$ cat src/rtl/uart_rx_oversampled.sv
// UART receiver with 16x oversampling: recovers LSB-first frames (start, DBIT data, optional
// parity, stop) and reports each word with a 1-cycle done strobe plus frame/parity error flags.
module uart_rx_oversampled #(
    parameter int unsigned DBIT       = 8,
    parameter int unsigned SB_TICK    = 16,
    parameter bit          PARITY_EN  = 1'b0,
    parameter bit          PARITY_ODD = 1'b0
) (
    input  logic            clk,
    input  logic            reset,
    input  logic            s_tick,
    input  logic            rx,
    output logic [DBIT-1:0] dout,
    output logic            rx_done_tick,
    output logic            frame_err,
    output logic            parity_err
);

    // s must reach 15 for data/parity bits and SB_TICK-1 for the stop bit
    localparam int unsigned SMax = (SB_TICK > 16) ? SB_TICK : 16;
    localparam int unsigned SW   = $clog2(SMax);
    localparam int unsigned NW   = (DBIT > 1) ? $clog2(DBIT) : 1;

    typedef enum logic [2:0] {
        StIdle,
        StStart,
        StData,
        StParity,
        StStop
    } state_e;

    state_e state_q, state_d;

    logic            rx_meta_q, rx_s_q;
    logic [SW-1:0]   s_q, s_d;
    logic [NW-1:0]   n_q, n_d;
    logic [DBIT-1:0] b_q, b_d;
    logic            p_q, p_d;
    logic            armed_q, armed_d;
    logic [DBIT-1:0] dout_q;
    logic            done_q, frame_err_q, parity_err_q;

    logic s_mid, s_end, s_stop, last_bit, start_seen;
    logic clr_s, inc_s, clr_n, inc_n, shift, cap_p, frame_done;

    assign s_mid      = s_tick && (s_q == SW'(7));
    assign s_end      = s_tick && (s_q == SW'(15));
    assign s_stop     = s_tick && (s_q == SW'(SB_TICK - 1));
    assign last_bit   = (n_q == NW'(DBIT - 1));
    assign start_seen = armed_q && !rx_s_q;

    // State register
    always_ff @(posedge clk) begin
        if (reset) begin
            state_q <= StIdle;
        end else begin
            state_q <= state_d;
        end
    end

    // Next-state logic
    always_comb begin
        state_d = state_q;
        unique case (state_q)
            StIdle: begin
                if (start_seen) state_d = StStart;
            end
            StStart: begin
                // A line back high at mid start bit is a glitch, not a frame
                if (s_mid) state_d = rx_s_q ? StIdle : StData;
            end
            StData: begin
                if (s_end && last_bit) state_d = PARITY_EN ? StParity : StStop;
            end
            StParity: begin
                if (s_end) state_d = StStop;
            end
            StStop: begin
                if (s_stop) state_d = StIdle;
            end
            default: state_d = StIdle;
        endcase
    end

    // Control outputs decoded from the current state
    always_comb begin
        clr_s      = 1'b0;
        inc_s      = 1'b0;
        clr_n      = 1'b0;
        inc_n      = 1'b0;
        shift      = 1'b0;
        cap_p      = 1'b0;
        frame_done = 1'b0;
        unique case (state_q)
            StIdle: begin
                clr_s = start_seen;
            end
            StStart: begin
                if (s_mid) begin
                    clr_s = 1'b1;
                    clr_n = 1'b1;
                end else begin
                    inc_s = s_tick;
                end
            end
            StData: begin
                if (s_end) begin
                    clr_s = 1'b1;
                    shift = 1'b1;
                    inc_n = !last_bit;
                end else begin
                    inc_s = s_tick;
                end
            end
            StParity: begin
                if (s_end) begin
                    clr_s = 1'b1;
                    cap_p = 1'b1;
                end else begin
                    inc_s = s_tick;
                end
            end
            StStop: begin
                if (s_stop) begin
                    clr_s      = 1'b1;
                    frame_done = 1'b1;
                end else begin
                    inc_s = s_tick;
                end
            end
            default: begin
                clr_s = 1'b1;
            end
        endcase
    end

    // Datapath next-state
    always_comb begin
        s_d     = s_q;
        n_d     = n_q;
        b_d     = b_q;
        p_d     = p_q;
        armed_d = armed_q;
        if (clr_s) begin
            s_d = '0;
        end else if (inc_s) begin
            s_d = s_q + SW'(1);
        end
        if (clr_n) begin
            n_d = '0;
        end else if (inc_n) begin
            n_d = n_q + NW'(1);
        end
        if (shift) b_d = {rx_s_q, b_q[DBIT-1:1]};
        if (cap_p) p_d = rx_s_q;
        // Disarm after every frame so a held-low line (break) cannot start a new one
        if (frame_done) begin
            armed_d = 1'b0;
        end else if (rx_s_q) begin
            armed_d = 1'b1;
        end
    end

    always_ff @(posedge clk) begin
        if (reset) begin
            rx_meta_q    <= 1'b1;
            rx_s_q       <= 1'b1;
            s_q          <= '0;
            n_q          <= '0;
            b_q          <= '0;
            p_q          <= 1'b0;
            armed_q      <= 1'b1;
            dout_q       <= '0;
            done_q       <= 1'b0;
            frame_err_q  <= 1'b0;
            parity_err_q <= 1'b0;
        end else begin
            rx_meta_q <= rx;
            rx_s_q    <= rx_meta_q;
            s_q       <= s_d;
            n_q       <= n_d;
            b_q       <= b_d;
            p_q       <= p_d;
            armed_q   <= armed_d;
            done_q    <= frame_done;
            if (frame_done) begin
                dout_q       <= b_q;
                frame_err_q  <= ~rx_s_q;
                parity_err_q <= PARITY_EN && ((^b_q) ^ p_q ^ PARITY_ODD);
            end
        end
    end

    assign dout         = dout_q;
    assign rx_done_tick = done_q;
    assign frame_err    = frame_err_q;
    assign parity_err   = parity_err_q;

endmodule

$ cat config.mk
export PLATFORM = sky130hd
export DESIGN_NAME = uart_rx_oversampled
export DESIGN_NICKNAME = d
export VERILOG_FILES = /design/src/rtl/uart_rx_oversampled.sv
export SDC_FILE = /design/constraint.sdc
export NUM_CORES = 1
export LEC_CHECK = 0
export ABC_AREA = 1
export CORE_MARGIN = 5
export CORE_UTILIZATION = 58
export CTS_CLUSTER_DIAMETER = 80
export CTS_CLUSTER_SIZE = 16
export DETAILED_ROUTE_END_ITERATION = 10
export PLACE_DENSITY = 0.86
export SETUP_SLACK_MARGIN = 0.5
export SLEW_MARGIN = 20
export SYNTH_ARGS = -nofsm -noshare
export SYNTH_HDL_FRONTEND = slang
export SYNTH_SLANG_ARGS = --single-unit
$ cat constraint.sdc
create_clock -name clk -period 3.5 [get_ports clk]
set_input_delay 0.7 -clock clk [delete_from_list [all_inputs] [get_ports clk]]
set_output_delay 0.7 -clock clk [all_outputs]
set_load 0.005 [all_outputs]
* Word level (Yosys, flattened, before mapping) *
Cells that the tools add are included.

cells by class
  reductions and logical operators = 12
  eq/ne operators = 12
  bitwise logic cells = 1
  muxes and demuxes = 20
  add/sub/neg operators = 2

operators with widths
  cell                                                                    count
  3-bit 2-to-1 mux                                                        5
  3-bit case mux with 5 select lines                                      1
  1-bit 2-to-1 mux                                                        11
  2-bit inequality test (second input constant)                           5
  3-bit by 2-bit equality test with 1-bit output (second input constant)  2
  3-bit equality test (second input constant)                             2
  5-bit AND reduction                                                     1
  4-bit by 1-bit adder with 4-bit output (second input constant)          1
  4-bit by 3-bit equality test with 1-bit output (second input constant)  1
  4-bit equality test (second input constant)                             1
  1-bit logical AND                                                       4
  2-bit OR reduction                                                      2
  3-bit by 1-bit adder with 3-bit output (second input constant)          1
  3-bit by 1-bit equality test with 1-bit output (second input constant)  1
  3-bit zero test                                                         1
  1-bit case mux with 3 select lines                                      1
  3-bit OR reduction                                                      1
  1-bit zero test                                                         2
  2-bit 2-to-1 mux                                                        1
  1-bit case mux with 2 select lines                                      1
  2-bit nonzero test                                                      1
  1-bit inverter                                                          1

word-level totals
  input bits = 4
  register bits after elaboration = 31
  output and inout bits = 11

* Longest topological paths before layout *
Gate-level depths: netlist (run 1).

  word-level depth = 5
  depth in mapped cells = 10

* Least setup slack after synthesis (run 1) *
No wires, ideal clock.

  path type = input port to flip-flop
  start point = in reset
  end point = reg b_q[0]
  cell stages on the path = 5
  arrival time = 1.370 ns
  setup slack = 2.065 ns
  cell sequence = inv_1 > clkbuf_1 > clkbuf_1 > o21ai_0 > nor2_1

RTL lines
  what                  RTL line  RTL
  from (decl)           10        input logic reset,
  to (signal assigned)  170       b_q <= '0;
  to (signal assigned)  182       b_q <= b_d;
  to (decl)             37        logic [DBIT-1:0] b_q, b_d;

* Final worst setup path (run 1) *
  start point = in reset
  end point = reg s_q[2]

on the way
  cells in the longest elaborated chain, start to end = 1

ends and longest elaborated chain
  what                          RTL line  RTL
  2-bit OR reduction (no line)  -
  to (signal assigned)          168       s_q <= '0;
  to (signal assigned)          180       s_q <= s_d;
  to (decl)                     35        logic [SW-1:0] s_q, s_d;

No other way between the ends.
A chain may end at the register's enable or synchronous reset.

==> results of run 1 <==
==> routing by layer <==
layer / track usage (%) / vias to the layer above / share of wire [%]
met5: 0 / - / 0
met2: 27.9 / 25 / 46
met4: 6.62 / 0 / 1.1
li1: - / 616 / -
met1: 21.7 / 534 / 47
met3: 8.02 / 4 / 5.6
==> cells in the final DEF, fill, tap and decap left out, drive strengths merged <==
cell           instances
or2                    2
conb                   1
clkbuf                 6
inv                   22
ha                     3
nor3                   2
nand4                  4
nand3                 14
o21ai                 21
bufinv                 1
xor2                   1
clkinv                 1
clkdlybuf4s50         13
nand3b                 1
dfxtp                 31
nor2                  40
nand2                 29
a21oi                  7
nor3b                  1
==> power by group through the flow <==
stage	clock network [mW]	logic [mW]	registers, mW
floorplan	0	0.158	0.400
global placement	0	0.181	0.404
detailed placement	0	0.188	0.405
CTS	0.303	0.190	0.397
global route	0.316	0.223	0.402
finish	0.295	0.190	0.397
==> layout make-up <==
cell class | count | share of cell area (%)
Clock buffer | 6 | 3.25
Clock inverter | 2 | 2.22
Inverter | 22 | 5.23
Multi-Input combinational cell | 126 | 39.6
Sequential cell | 31 | 39.3
Tap cell | 28 | 2.22
Timing Repair Buffer | 13 | 8.23
==> Yosys cell counts (all sizes together) <==
cell type  number  share of area, %
nand4           4               3.0
o21ai          21               7.8
conb            1              0.28
nor3b           1              0.56
buf             1              0.56
ha              3               2.8
nand3b          1              0.56
nor2           40                12
inv            22               6.1
or2             2              0.93
clkbuf          3              0.93
nand3          14               5.2
a21oi           7               2.6
nand2          29               8.8
dfxtp          31                46
nor3            2               1.6
xor2            1              0.65
==> per-stage QoR <==
step	setup slack, ns	hold WS [ns]	power (mW)
2_1_floorplan	2.06	0.389	0.559
3_3_place_gp	1.27	0.398	0.586
3_5_place_dp	1.18	0.416	0.593
4_1_cts	1.54	0.434	0.890
5_1_grt	1.29	0.442	0.941
6_report	1.52	0.428	0.882
==> kinds of logic (layout without fill, tap and decap cells) <==
| group | after synthesis | count (layout) | synth area share [%] |
|---|---|---|---|
| buffers and inverters | 26 | 43 | 7.61 |
| xor gates and xnor gates | 1 | 1 | 0.649 |
| other | 1 | 1 | 0.278 |
| AOI/OAI and AO/OA | 28 | 28 | 10.4 |
| and+or+nand+nor | 93 | 93 | 32.3 |
| adders and majority gates | 3 | 3 | 2.78 |
| DFF | 31 | 31 | 46.0 |
==> state kept, by name (all words and copies together) (netlist names) <==
name and count:
dout 8, state_q 3, rx_meta_q 1, n_q 3, b_q 8, rx_done_tick 1, armed_q 1, frame_err 1
rx_s_q 1, s_q 4
==> worst paths after layout <==
kind,startpoint,end,slack [ns],cells past startpoint
max,reset,s_q[2],1.52,6
min,rx_meta_q,rx_s_q,0.43,1
max reg2reg,s_q[0],b_q[2],1.89,6
min reg2reg,rx_meta_q,rx_s_q,0.43,1
==> out/qor.yml, run 1 <==
vias: 1179
seq_area_frac_synth_pct: 46.0
finish.utilization_pct: 71.4
ctsHoldBuffers: 0
fin_area_mm2: 0.00158
sw_frac_of_total_pct: 31.1
cpMaxStageDelayCell: "clkdlybuf4s50_1"
dp_cells: 220
power_leakage_nw: 0.750
die_w_um: 58.2
initialDrtViolationCount: 30
core_area_mm2: 0.00221
finalSetupViolCount: 0
gp_congestion: 0.940
grt_pass1_wl_um: 4680
cts_max_path_buffers: 2
numPortBuffers: 13
syn_inst: 183
status: "finished clean"
clock_latency_ns: 0.34
fillers: 172
fin_skew_ns: 0.00842
fp-row-count: 17
syn_to_final_growth_pct: 17.2
antenna_left: 0
cts_made_buffers: 5
grt_use_total_pct: 17.9
cts_resized: 0
die_y_um: 58.2
clkPwrFrac_pct: 33.4
cts_tree: "done"
finalCriticalPeriod_ns: 1.98
fin_crit_sh_pct: 56.7
arrival_ns: 2.26
drv_cap: 0
first_pass_iters: 4
clkSinkCount: 31
antenna_found_initial: 0
worst_ir_drop_vdd_mv: 0.360
combPwrFrac_pct: 21.6
overflow: 0
crit_fanout: 20
dp_hpwl_um: 1800
drcViolationCount: 0
crit_top_cell: "inv_1"
avgSynthCellArea_um2: 7.37
start_util_pct: 61.0
worstHoldPathType: "reg2reg"
rsz0062_at_grt: "false"
postCtsSetupBuffers: 0
grt_max_degree: 21
h-tree-depth: 2
yosysWarnings: 0
dieArea_mm2: 0.00339
fin_setup_tns_ns: 0
finalMaxSlewViolations: 0
timing_hold_violations_final: 0
p_int_uw: 608
end_kind: "flop"
layout.cells.non_filler: 228
seq_power_share_pct: 45.0
ys_seq_elements: 31
drive_gt1_share_pct: 9.50
power.density_mw_per_mm2: 558
yosysUniqueCellTypes: 24
clockRootBuffer: "clkbuf_4"
wl_per_cell_um: 11.2
antenna_cells: 0
path_cells: "clkdlybuf4s50_1 -> inv_1 -> o21ai_1 -> nor2_1 -> nand3_1 -> inv_1"
wl_um: 2560
synth_fp_nets: 190
top_level_ports: 15
critPathTopFamily: "buffers and inverters"
fin_nets: 206
syn_area_mm2: 0.00135
multi_input_area_um2: 626
crit_type: "in2reg"
power_switching_uw: 274
fmax_ghz: 0.504
register_area_um2: 621
avgViaCountPerCell: 5.17
placed_area_mm2: 0.00149
path_buf_inv: 3
grt_pass1_vias: 1104
cp-start-kind: "primary input"
max_stage_delay_ns: 0.48
cp.required_ns: 3.78
clk_pin_slew_worst_paths_ns: 0.09
(Power assumes the default switching activity.)
==> run 2: changes to the inputs <==
--- a/config.mk
+++ b/config.mk
@@ -7,11 +7,11 @@
 export LEC_CHECK = 0
 export ABC_AREA = 1
 export CORE_MARGIN = 5
-export CORE_UTILIZATION = 58
+export CORE_UTILIZATION = 49
 export CTS_CLUSTER_DIAMETER = 80
 export CTS_CLUSTER_SIZE = 16
 export DETAILED_ROUTE_END_ITERATION = 10
-export PLACE_DENSITY = 0.86
+export PLACE_DENSITY = 0.78
 export SETUP_SLACK_MARGIN = 0.5
 export SLEW_MARGIN = 20
 export SYNTH_ARGS = -nofsm -noshare
==> constraint.sdc (replaced) <==
create_clock -name clk -period 1.8 [get_ports clk]
set_input_delay 0.36 -clock clk [delete_from_list [all_inputs] [get_ports clk]]
set_output_delay 0.36 -clock clk [all_outputs]
set_load 0.005 [all_outputs]
==> out/qor.yml, run 2 (synthesis results as in run 1) <==
arrival_ns: 1.58
h-tree-depth: 2
first_pass_iters: 4
finalWorstSetupSlack_ns: 0.464
dp_hpwl_um: 1930
fillers: 212
antenna_left: 0
initialDrtViolationCount: 34
cp-start-kind: "flop"
whs_ns: 0.434
clk_pin_slew_worst_paths_ns: 0.10
grt_pass1_wl_um: 5130
antenna_found_initial: 0
cts_max_path_buffers: 2
finalSetupViolCount: 0
placed_area_mm2: 0.00154
fin_crit_sh_pct: 74.2
die_y_um: 62.5
fin_setup_tns_ns: 0
wl_per_cell_um: 12.9
cts_tree: "done"
fin_skew_ns: 0.00630
numPortBuffers: 13
final_common_cell: "nor2_1"
grt_use_total_pct: 15.8
multi_input_area_um2: 783
finalCriticalPeriod_ns: 1.34
overflow: 0
avgViaCountPerCell: 5.23
rsz0062_at_grt: "true"
clockRootBuffer: "clkbuf_4"
fp-row-count: 19
max_stage_delay_ns: 0.37
power_leakage_nw: 0.857
gp_congestion: 0.806
clkSinkCount: 31
fmax_ghz: 0.748
path_cells: "ha_4 -> nand4_4 -> nor3_4 -> buf_4 -> o21ai_2 -> a21oi_1"
syn_to_final_growth_pct: 35.6
worst_ir_drop_vdd_mv: 0.708
die_w_um: 62.5
antenna_cells: 0
dieArea_mm2: 0.00390
cts_made_buffers: 5
drv_cap: 0
clock_latency_ns: 0.31
power.density_mw_per_mm2: 940
dp_worst_setup_slack_ns: -0.0535
status: "finished clean"
cpMaxStageDelayCell: "dfxtp_4"
grt_pass1_vias: 1263
end_kind: "flop"
fin_nets: 218
grt_max_degree: 20
finalMaxSlewViolations: 0
core_area_mm2: 0.00269
wl_um: 3120
start_util_pct: 50.2
drive_gt1_share_pct: 35.4
r2r_slack_ns: 0.46
timing_hold_violations_final: 0
crit_fanout: 5
cp.required_ns: 2.05
fin_area_mm2: 0.00183
final_cell_mix: "32 x nor2_1, 18 x nand2_1, 18 x dfxtp_1, 16 x inv_1, 16 x o21ai_0"
drcViolationCount: 0
vias: 1270
crit_type: "reg2reg"
worstHoldPathType: "reg2reg"
top_level_ports: 15
register_area_um2: 644
run 2: timing repair:
action / CTS / global route
resized for setup: 45 / 32
hold buffers: 0 / 0
endpoints found under the setup margin: 37 / 34
pin swaps: 10 / 5
setup buffers: 6 / 2
endpoints found under the hold margin: 0 / 0
run 2: worst paths after layout:
kind | to | start | cells after the start
hold / removal | rx_s_q | rx_meta_q | 1
setup reg to reg | b_q[7] | s_q[0] | 6
setup / recovery | b_q[7] | s_q[0] | 6
hold reg to reg | rx_s_q | rx_meta_q | 1
run 2: routing by layer:
layer	wire, um	vias to the layer above	global-route usage, %
met3	122	6	4.32
met1	1360	593	17.9
li1	-	641	-
met4	37	0	7.69
met2	1600	30	27.1
met5	0	-	0
run 2: area by class of cell:
| cell class | count | area share [%] |
|---|---|---|
| tap | 31 | 2.12 |
| clock buffer | 7 | 2.46 |
| clock inverter | 1 | 0.274 |
| inverter | 22 | 4.65 |
| timing repair buffer | 25 | 12.4 |
| multi-input combinational | 126 | 42.8 |
| sequential | 31 | 35.2 |
run 2: through the flow:
| stage | power [mW] | utilization, % | std cells |
|---|---|---|---|
| after floorplan | 1.10 | - | 183 |
| after global placement | 1.16 | 57.4 | 227 |
| after detailed placement | 1.18 | 57.4 | 227 |
| after CTS | 1.60 | 64.1 | 241 |
| after global routing | 1.84 | 68.1 | 243 |
| final | 1.72 | 68.1 | 243 |
run 2: critical path, delay by kind of cell, from the launching register on:
family	cells	cell delay [ns]
and+or+nand+nor	2	0.38
DFF	1	0.37
buffers and inverters	1	0.18
adders and majority gates	1	0.17
AOI/OAI and AO/OA	2	0.16
run 2: power breakdown:
part / internal (mW) / switching, mW
Combinational: 0.192 / 0.354
Sequential: 0.737 / 0.0607
Clock: 0.152 / 0.223
Total: 1.08 / 0.638
==> run 3: changes to the inputs <==
--- a/config.mk
+++ b/config.mk
@@ -7,11 +7,11 @@
 export LEC_CHECK = 0
 export ABC_AREA = 1
 export CORE_MARGIN = 5
-export CORE_UTILIZATION = 49
+export CORE_UTILIZATION = 54
 export CTS_CLUSTER_DIAMETER = 80
 export CTS_CLUSTER_SIZE = 16
 export DETAILED_ROUTE_END_ITERATION = 10
-export PLACE_DENSITY = 0.78
+export PLACE_DENSITY = 0.81
 export SETUP_SLACK_MARGIN = 0.5
 export SLEW_MARGIN = 20
 export SYNTH_ARGS = -nofsm -noshare
==> constraint.sdc (replaced) <==
create_clock -name clk -period 1.32 [get_ports clk]
set_input_delay 0.264 -clock clk [delete_from_list [all_inputs] [get_ports clk]]
set_output_delay 0.264 -clock clk [all_outputs]
set_load 0.005 [all_outputs]
==> out/qor.yml, run 3 (synthesis results as in run 1) <==
cp.required_ns: 1.55
clockRootBuffer: "clkbuf_4"
gp_congestion: 0.825
clock_latency_ns: 0.33
route.met3.wl_um: 148
wl_met1_um: 1320
fin_skew_ns: 0.0133
rsz0062_at_grt: "true"
first_pass_iters: 5
grt_max_degree: 18
cts_tree: "done"
clk_pin_slew_worst_paths_ns: 0.10
arrival_ns: 1.57
dp_hpwl_um: 2170
syn_to_final_growth_pct: 43.5
power.density_mw_per_mm2: 1250
grt_pass1_vias: 1252
initialDrtViolationCount: 47
wl_per_cell_um: 12.8
fmax_ghz: 0.743
die_w_um: 60.0
grt_pass1_wl_um: 5220
timing_hold_violations_final: 0
power_mw: 2.42
start_util_pct: 55.5
worst_ir_drop_vdd_mv: 0.887
cp-start-kind: "flop"
drv_cap: 0
fin_crit_sh_pct: 102
dieArea_mm2: 0.00360
overflow: 0
cts_made_buffers: 5
top_level_ports: 15
antenna_left: 0
finalMaxSlewViolations: 0
final_common_cell: "nor2_1"
drive_gt1_share_pct: 46.4
vias: 1293
fin_setup_tns_ns: -0.126
grt_use_total_pct: 19.3
layout.cells.non_filler: 254
fillers: 163
power_leakage_nw: 0.901
clkSinkCount: 31
status: "finished with violations"
fp-row-count: 18
finalSetupViolCount: 9
antenna_cells: 0
drcViolationCount: 0
violations: "negative setup slack"
die_y_um: 60.0
wl_um: 3250
finalWorstSetupSlack_ns: -0.0263
avgViaCountPerCell: 5.09
h-tree-depth: 2
whs_ns: 0.347
dp_cells: 236
core_area_mm2: 0.00243
ctsHoldBuffers: 0
crit_type: "reg2reg"
top_layer_used: "met4"
worstHoldPathType: "in2reg"
wl_met2_um: 1750
final_cell_mix: "30 x nor2_1, 23 x nand2_1, 18 x inv_1, 18 x buf_4, 16 x dfxtp_2"
antenna_found_initial: 0
placed_area_mm2: 0.00164
cts_max_path_buffers: 2
finalCriticalPeriod_ns: 1.35
crit_fanout: 7
end_kind: "flop"
fin_nets: 230
numPortBuffers: 13
fin_area_mm2: 0.00194
## run 3: cell types whose count changed in the layout (fill, tap and decap cells not counted), sizes merged
| cell | previous run | this run |
|---|---|---|
| clkinv | 1 | 0 |
| clkbuf | 7 | 8 |
| dlygate4sd2 | 5 | 1 |
| dlymetal6s2s | 1 | 0 |
| buf | 12 | 34 |
| clkdlybuf4s15 | 5 | 0 |
## run 3: timing repair
action | CTS | global route
endpoints found under the setup margin | 41 | 39
pin swaps | 25 | 22
buffers inserted | 3 | 7
gates resized for setup | 83 | 26
## run 3: final timing paths
| path | to | cells past startpoint | slack, ns | start |
|---|---|---|---|---|
| min | state_q[2] | 3 | 0.35 | reset |
| max | b_q[2] | 6 | -0.03 | s_q[1] |
| max reg2reg | b_q[2] | 6 | -0.03 | s_q[1] |
| min reg2reg | rx_s_q | 1 | 0.42 | rx_meta_q |
## run 3: critical path, cell delays in order, from the launching register on
cell and delay [ns]:
dfxtp_2 0.36, ha_4 0.17, nand4_4 0.12, nor3_4 0.30, inv_2 0.13, nor2_1 0.12, nor2_1 0.05
## run 3: where the power goes
part / leakage (nW) / internal [mW] / total, mW / switching, mW
Clock: 0.0386 / 0.313 / 0.627 / 0.314
Sequential: 0.259 / 0.999 / 1.07 / 0.0705
Combinational: 0.604 / 0.298 / 0.726 / 0.428
## run 3: metrics by stage
step	setup slack [ns]	utilization (%)
global placement	-0.303	67.4
detailed placement	-0.394	67.4
finish	-0.0263	79.6
CTS	-0.0333	73.6
floorplan	0.0293	-
global route	-0.0974	79.6
## run 3: routing by layer
metal / vias up / GRT usage, %
met3: 6 / 6.26
li1: 660 / -
met5: - / 0
met1: 598 / 20.7
met2: 29 / 33.5
met4: 0 / 10.1
## run 3: cell type report
class                      count  area (um2)  area share (%)
clock buffer                   8        68.8            3.56
inverter                      22        87.6            4.52
multi-input combinational    126         782            40.4
sequential                    31         641            33.1
tap                           30        37.5            1.94
timing repair buffer          37         319            16.5
